## src/rtl/mult_arb_pkg.sv

```systemverilog
// mult_arb_pkg: shared state enum, default sizes and round-robin pick helper for mult_arbiter
package mult_arb_pkg;
  typedef enum logic [1:0] {IDLE, ISSUE, RELEASE} state_t;
  localparam int DEF_NUM_REQ = 4;
  localparam int DEF_WIDTH = 8;
  localparam int MAX_REQ = 8;
  function automatic logic [2:0] rr_pick(input logic [MAX_REQ-1:0] req, input logic [2:0] ptr);
    logic [2:0] idx;
    rr_pick = ptr;
    for (int k = MAX_REQ - 1; k >= 0; k--) begin
      idx = ptr + 3'(k);
      if (req[idx]) rr_pick = idx;
    end
  endfunction
endpackage

```

## src/rtl/mult_arbiter_if.sv

```systemverilog
// mult_arbiter_if: requester bus (req/op_a/op_b in, grant/rsp_* out), busy and multiplier handshake; master = arbiter, slave = clients+multiplier; rsp_err only with MULT_ARB_TIMEOUT_EN
interface mult_arbiter_if import mult_arb_pkg::*; #(
  parameter int NUM_REQ = DEF_NUM_REQ,
  parameter int WIDTH = DEF_WIDTH
);
  logic [NUM_REQ-1:0] req;
  logic [NUM_REQ*WIDTH-1:0] op_a;
  logic [NUM_REQ*WIDTH-1:0] op_b;
  logic [NUM_REQ-1:0] grant;
  logic [NUM_REQ-1:0] rsp_valid;
  logic [2*WIDTH-1:0] rsp_product;
  logic busy;
  logic mul_start;
  logic [WIDTH-1:0] mul_a;
  logic [WIDTH-1:0] mul_b;
  logic [2*WIDTH-1:0] mul_product;
  logic mul_done;
`ifdef MULT_ARB_TIMEOUT_EN
  logic rsp_err;
  modport master(input req, op_a, op_b, mul_product, mul_done,
                 output grant, rsp_valid, rsp_product, busy, mul_start, mul_a, mul_b, rsp_err);
  modport slave(output req, op_a, op_b, mul_product, mul_done,
                input grant, rsp_valid, rsp_product, busy, mul_start, mul_a, mul_b, rsp_err);
`else
  modport master(input req, op_a, op_b, mul_product, mul_done,
                 output grant, rsp_valid, rsp_product, busy, mul_start, mul_a, mul_b);
  modport slave(output req, op_a, op_b, mul_product, mul_done,
                input grant, rsp_valid, rsp_product, busy, mul_start, mul_a, mul_b);
`endif
endinterface

```

## src/rtl/mult_arbiter_rr_arbiter.sv

```systemverilog
// rr_arbiter: combinational round-robin winner from req starting at ptr; ptr advances past the winner on advance (clock, reset_n async active-high)
module rr_arbiter import mult_arb_pkg::*; #(
  parameter int NUM_REQ = DEF_NUM_REQ
) (
  input  logic               clock,
  input  logic               reset_n,
  input  logic [NUM_REQ-1:0] req,
  input  logic               advance,
  output logic [2:0]         winner
);
  logic [2:0] ptr;
  logic [MAX_REQ-1:0] req_ext;
  assign req_ext = MAX_REQ'(req);
  assign winner = rr_pick(req_ext, ptr);
  always_ff @(posedge clock or posedge reset_n)
    if (reset_n) ptr <= '0;
    else if (advance) ptr <= winner == 3'(NUM_REQ - 1) ? 3'd0 : winner + 3'd1;
endmodule

```

## src/rtl/mult_arbiter.sv

```systemverilog
// mult_arbiter: round-robin sharing of one sequential multiplier; ports clock, reset_n (async active-high), bus (mult_arbiter_if.master); MULT_ARB_TIMEOUT_EN adds an ISSUE watchdog and rsp_err
module mult_arbiter import mult_arb_pkg::*; #(
  parameter int NUM_REQ = DEF_NUM_REQ,
  parameter int WIDTH = DEF_WIDTH
`ifdef MULT_ARB_TIMEOUT_EN
  , parameter int TIMEOUT = 64
`endif
) (
  input logic clock,
  input logic reset_n,
  mult_arbiter_if.master bus
);
  state_t state, state_d;
  logic [2:0] winner;
  logic grant_now;
  logic fin;
  assign grant_now = state == IDLE && |bus.req;
  assign bus.busy = state != IDLE;
  rr_arbiter #(.NUM_REQ(NUM_REQ)) u_rr (
    .clock(clock),
    .reset_n(reset_n),
    .req(bus.req),
    .advance(grant_now),
    .winner(winner)
  );
`ifdef MULT_ARB_TIMEOUT_EN
  localparam int CW = $clog2(TIMEOUT + 1);
  logic [CW-1:0] cnt;
  logic expired;
  assign expired = cnt == CW'(TIMEOUT - 1);
  assign fin = bus.mul_done || expired;
  always_ff @(posedge clock or posedge reset_n)
    if (reset_n) cnt <= '0;
    else cnt <= state == ISSUE ? cnt + CW'(1) : '0;
  always_ff @(posedge clock or posedge reset_n)
    if (reset_n) bus.rsp_err <= 1'b0;
    else bus.rsp_err <= state == ISSUE && !bus.mul_done && expired;
`else
  assign fin = bus.mul_done;
`endif
  always_ff @(posedge clock or posedge reset_n)
    if (reset_n) state <= IDLE;
    else state <= state_d;
  always_comb begin
    state_d = state;
    state_d = state == IDLE  ? (grant_now ? ISSUE : IDLE) :
              state == ISSUE ? (fin ? RELEASE : ISSUE) :
                               (bus.mul_done ? RELEASE : IDLE);
  end
  always_ff @(posedge clock or posedge reset_n)
    if (reset_n) begin
      bus.grant <= '0;
      bus.rsp_valid <= '0;
      bus.rsp_product <= '0;
      bus.mul_start <= 1'b0;
      bus.mul_a <= '0;
      bus.mul_b <= '0;
    end else begin
      bus.rsp_valid <= '0;
      if (grant_now) begin
        bus.grant <= NUM_REQ'(1) << winner;
        bus.mul_a <= bus.op_a[winner*WIDTH +: WIDTH];
        bus.mul_b <= bus.op_b[winner*WIDTH +: WIDTH];
        bus.mul_start <= 1'b1;
      end
      if (state == ISSUE && fin) begin
        bus.rsp_valid <= bus.grant;
        bus.rsp_product <= bus.mul_done ? bus.mul_product : '0;
        bus.mul_start <= 1'b0;
      end
      if (state == RELEASE && !bus.mul_done) bus.grant <= '0;
    end
endmodule

```

## src/flat_wrapper.sv

```systemverilog
// flat-port wrapper written by rule: the top's interface ports become plain ports
module mult_arbiter_flat import mult_arb_pkg::*;
#(
  parameter int NUM_REQ = DEF_NUM_REQ,
  parameter int WIDTH = DEF_WIDTH

)
  (clock, reset_n, bus_req, bus_op_a, bus_op_b, bus_mul_product, bus_mul_done, bus_grant, bus_rsp_valid, bus_rsp_product, bus_busy, bus_mul_start, bus_mul_a, bus_mul_b);
  mult_arbiter_if #(.NUM_REQ(NUM_REQ), .WIDTH(WIDTH)) bus_i ();
  input logic clock;
  input logic reset_n;
  input wire logic [$bits(bus_i.req)-1:0] bus_req;
  input wire logic [$bits(bus_i.op_a)-1:0] bus_op_a;
  input wire logic [$bits(bus_i.op_b)-1:0] bus_op_b;
  input wire logic [$bits(bus_i.mul_product)-1:0] bus_mul_product;
  input wire logic [$bits(bus_i.mul_done)-1:0] bus_mul_done;
  output wire logic [$bits(bus_i.grant)-1:0] bus_grant;
  output wire logic [$bits(bus_i.rsp_valid)-1:0] bus_rsp_valid;
  output wire logic [$bits(bus_i.rsp_product)-1:0] bus_rsp_product;
  output wire logic [$bits(bus_i.busy)-1:0] bus_busy;
  output wire logic [$bits(bus_i.mul_start)-1:0] bus_mul_start;
  output wire logic [$bits(bus_i.mul_a)-1:0] bus_mul_a;
  output wire logic [$bits(bus_i.mul_b)-1:0] bus_mul_b;
  assign bus_i.req = bus_req;
  assign bus_i.op_a = bus_op_a;
  assign bus_i.op_b = bus_op_b;
  assign bus_i.mul_product = bus_mul_product;
  assign bus_i.mul_done = bus_mul_done;
  assign bus_grant = bus_i.grant;
  assign bus_rsp_valid = bus_i.rsp_valid;
  assign bus_rsp_product = bus_i.rsp_product;
  assign bus_busy = bus_i.busy;
  assign bus_mul_start = bus_i.mul_start;
  assign bus_mul_a = bus_i.mul_a;
  assign bus_mul_b = bus_i.mul_b;
  mult_arbiter #(.NUM_REQ(NUM_REQ), .WIDTH(WIDTH)) u_core (.clock(clock), .reset_n(reset_n), .bus(bus_i));
endmodule
```

## config.mk

```make
export PLATFORM = sky130hd
export DESIGN_NAME = mult_arbiter_flat
export DESIGN_NICKNAME = d
export VERILOG_FILES = /design/src/rtl/mult_arb_pkg.sv /design/src/rtl/mult_arbiter_if.sv /design/src/rtl/mult_arbiter_rr_arbiter.sv /design/src/rtl/mult_arbiter.sv /design/src/flat_wrapper.sv
export SDC_FILE = /design/constraint.sdc
export NUM_CORES = 1
export LEC_CHECK = 0
export ABC_AREA = 1
export BUFFER_PORTS_ARGS = -buffer_cell sky130_fd_sc_hd__buf_2
export CAP_MARGIN = 20
export CORE_MARGIN = 2
export CORE_UTILIZATION = 50
export DETAILED_ROUTE_END_ITERATION = 7
export HOLD_SLACK_MARGIN = 0.12
export PLACE_DENSITY = 0.88
export SYNTH_ARGS = -nofsm -noshare
export SYNTH_HDL_FRONTEND = slang
export SYNTH_SLANG_ARGS = --single-unit
```

## constraint.sdc

```tcl
create_clock -name clock -period 6.3 [get_ports clock]
set_input_delay 0.315 -clock clock [delete_from_list [all_inputs] [get_ports clock]]
set_output_delay 0.315 -clock clock [all_outputs]
set_load 0.05 [all_outputs]
```

==> results.py <==
metrics = {
    "placed_design": {
        "place_ws_ns": 3.311,
        "gp_congestion": 1.119,
        "hpwl_mm": 5.679,
        "io_buffers": 128,
    },
    "clock_network": {
        "clkLatencyLatePin_ns": 0.31,
        "clkTransAtPathRegs_ns": 0.10,
        "cts_buffers": 5,
        "h-tree-depth": 2,
        "cts_buffer_depth": 2,
        "cts_root_buffer": "clkbuf_8",
        "cts_tree": "yes",
        "clkSinkCount": 46,
        "post_cts_resized": 0,
    },
    "yosys": {
        "syn_nets": 523,
        "ys.warnings.count": 0,
        "syn_avg_cell_area_um2": 6.863,
        "synthTopCellsByArea": "dfrtp_1, nand2_1, nand3_1",
        "synth_area_um2": 2958,
        "yosysTopAreaCell": "dfrtp_1",
        "ys_seq_area_frac": 0.3892,
        "netlist.area_leader.share": 0.3892,
        "ys_ff_latch": 46,
        "synth.distinct_cells": 29,
        "syn_inst": 431,
    },
    "worst_setup_path": {
        "cp_max_fo": 51,
        "crit_start": "u_core.u_rr.ptr[0]$_DFFE_PP0P_",
        "r2r_start": "u_core.u_rr.ptr[0]$_DFFE_PP0P_",
        "path_class": "flip-flop to flip-flop",
        "crit_required_ns": 6.47,
        "ff2ff_setup_slack_ns": 3.24,
        "start_kind": "flip-flop",
        "end_kind": "flip-flop",
        "worstPathArrival_ns": 3.23,
        "rr_endpoint": "u_core.bus.grant[0]$_DFFE_PP0P_",
        "critPathCapture": "u_core.bus.grant[0]$_DFFE_PP0P_",
        "rr_worst_depth": 14,
    },
    "timing": {
        "slew_violations": 0,
        "finalSetupTns_ns": 0,
        "post-route-period-util": 0.4862,
        "max_freq_ghz": 0.3265,
        "rsz0062_at_grt": "no",
        "fin_crit_ns": 3.063,
        "hold_viol": 0,
        "setup_ws_ns": 3.237,
        "clock_skew_ns": 0.007501,
        "setup_viol": 0,
        "max_slew_margin": 0.3374,
        "tightest_slew_ns": 0.9902,
    },
    "routing": {
        "drc": 0,
        "wl_mm": 7.749,
        "wirelength_met1_mm": 3.102,
        "drtPass1Iterations": 6,
        "wl_per_cell_um": 12.42,
        "dr.max_layer_used": "met4",
        "vias": 3136,
        "wl_met2_mm": 4.055,
        "route.antenna.remaining_nets": 0,
        "dr.first_iter.drc_count": 224,
        "viasPerCell": 5.026,
        "wl_met3_um": 444,
    },
    "floorplanning": {
        "die_x_um": 80.92,
        "die_h_um": 80.92,
        "dieArea_um2": 6547,
        "core_area_um2": 5816,
        "num_io_pins": 129,
        "rows": 28,
        "start_util": 0.5086,
    },
    "final_layout": {
        "diodes": 0,
        "synthToLayoutAreaGrowth_pct": 24.32,
        "final_cell_mix": "nand2_1, buf_2, nand3_1, inv_1, dfrtp_1",
        "layout.nets": 640,
        "final_layout_size_suffix_gt1_frac": 0.2969,
        "fillers": 532,
        "final_common_cell": "nand2_1",
    },
    "global_route": {
        "grt_antenna_before_repair": 0,
        "grt_pass1_vias": 2913,
        "grt_pass1_wl_mm": 12.36,
        "grtUsageTotal": 0.2365,
        "grt_overflow": 0,
        "grt_start_max_net_pins": 52,
    },
    "flow_run": {
        "drv_cap": 0,
    },
    "min_path": {
        "holdCritPathClass": "input pin to flip-flop",
    },
    "outcome": {
        "status": "complete, no violations",
    },
}
[routing by layer]
layer  up-vias  global-route usage
met3        19             0.02889
met4         0             0.09153
li1       1558                   -
met2       104              0.4198
met5         -                   0
met1      1455              0.2923
[cell type report]
type	instances	area [um2]	share of cell area
Multi-Input combinational cell	304	1435	0.3903
Inverter	61	234.0	0.06363
Sequential cell	46	1151	0.3130
Clock inverter	3	23.77	0.006465
Clock buffer	5	68.82	0.01871
Timing Repair Buffer	130	670.6	0.1824
Tap cell	75	93.84	0.02552
[metrics by stage]
stage          hold WS (ns)  instances    util  cell area [um2]
2_1_floorplan        0.4223        431       -             2958
3_3_place_gp         0.4490        614  0.6112             3555
3_5_place_dp         0.4532        614  0.6112             3555
4_1_cts              0.1914        622  0.6272             3647
5_1_grt              0.1951        624  0.6323             3677
6_report             0.1991        624  0.6323             3677
[state kept, by name (all words and copies together) (netlist names)]
| register | flops |
|---|---|
| u_core.bus.grant | 4 |
| u_core.state | 2 |
| u_core.bus.mul_a | 8 |
| u_core.bus.rsp_product | 16 |
| u_core.bus.mul_b | 8 |
| u_core.u_rr.ptr | 3 |
| u_core.bus.mul_start | 1 |
| u_core.bus.rsp_valid | 4 |
[worst min path at each step]
| stage | depth (start not counted) | slack (ns) | from | end |
|---|---|---|---|---|
| global placement | 2 | 0.45 | u_core.bus.rsp_product[5]$_DFFE_PP0P_ | u_core.bus.rsp_product[5]$_DFFE_PP0P_ |
| finish | 3 | 0.20 | bus_mul_product[8] | u_core.bus.rsp_product[8]$_DFFE_PP0P_ |
| CTS | 3 | 0.19 | bus_mul_product[8] | u_core.bus.rsp_product[8]$_DFFE_PP0P_ |
| global route | 3 | 0.20 | bus_mul_product[4] | u_core.bus.rsp_product[4]$_DFFE_PP0P_ |
| detailed placement | 2 | 0.45 | u_core.bus.rsp_product[2]$_DFFE_PP0P_ | u_core.bus.rsp_product[2]$_DFFE_PP0P_ |
| floorplan | 1 | 0.42 | bus_mul_done | u_core.state[0]$_DFF_PP0_ |
[cells in the mapped netlist]
master	n
nand2_1	178
nand3_1	58
inv_1	57
dfrtp_1	46
o21ai_1	18
nor2_1	10
buf_6	7
nand2_2	7
o21ai_0	7
clkbuf_1	6
buf_2	5
ha_1	5
nand3_2	4
inv_2	3
nand2_4	3
nor2_2	3
nand3_4	2
a21oi_4	1
buf_1	1
buf_4	1
inv_6	1
nand3b_1	1
nand4_1	1
nand4_2	1
o21a_1	1
o22ai_1	1
o31ai_1	1
or4_1	1
xnor2_1	1
[critical path, stage by stage, from the launching register on]
cell and delay, ns:
dfrtp_1 0.58, inv_6 0.09, ha_1 0.41, inv_1 0.12, nand3_1 0.14, nand3_1 0.12, nand2_1 0.11, nand3_1 0.11
nand2_2 0.11, nand3_4 0.19, nand2_4 0.44, inv_1 0.12, ha_1 0.21, nand2_1 0.06, o21ai_0 0.10
[repair_timing]
action	4_1_cts	5_1_grt
endpoints found under the hold margin	0	46
hold buffers	0	1
buffers inserted	0	0
[kinds of logic after synthesis]
family | share of synthesized area
adder cells (fa/ha/maj) | 0.02115
AO/OA/AOI/OAI | 0.05500
XOR/XNOR | 0.002962
AND/OR/NAND/NOR | 0.4061
flip-flops | 0.3892
buffers and inverters | 0.1256
Power is left out: the tool's default activity adds up to more than one toggle a clock period on the data nets, which glitch-free logic cannot reach.
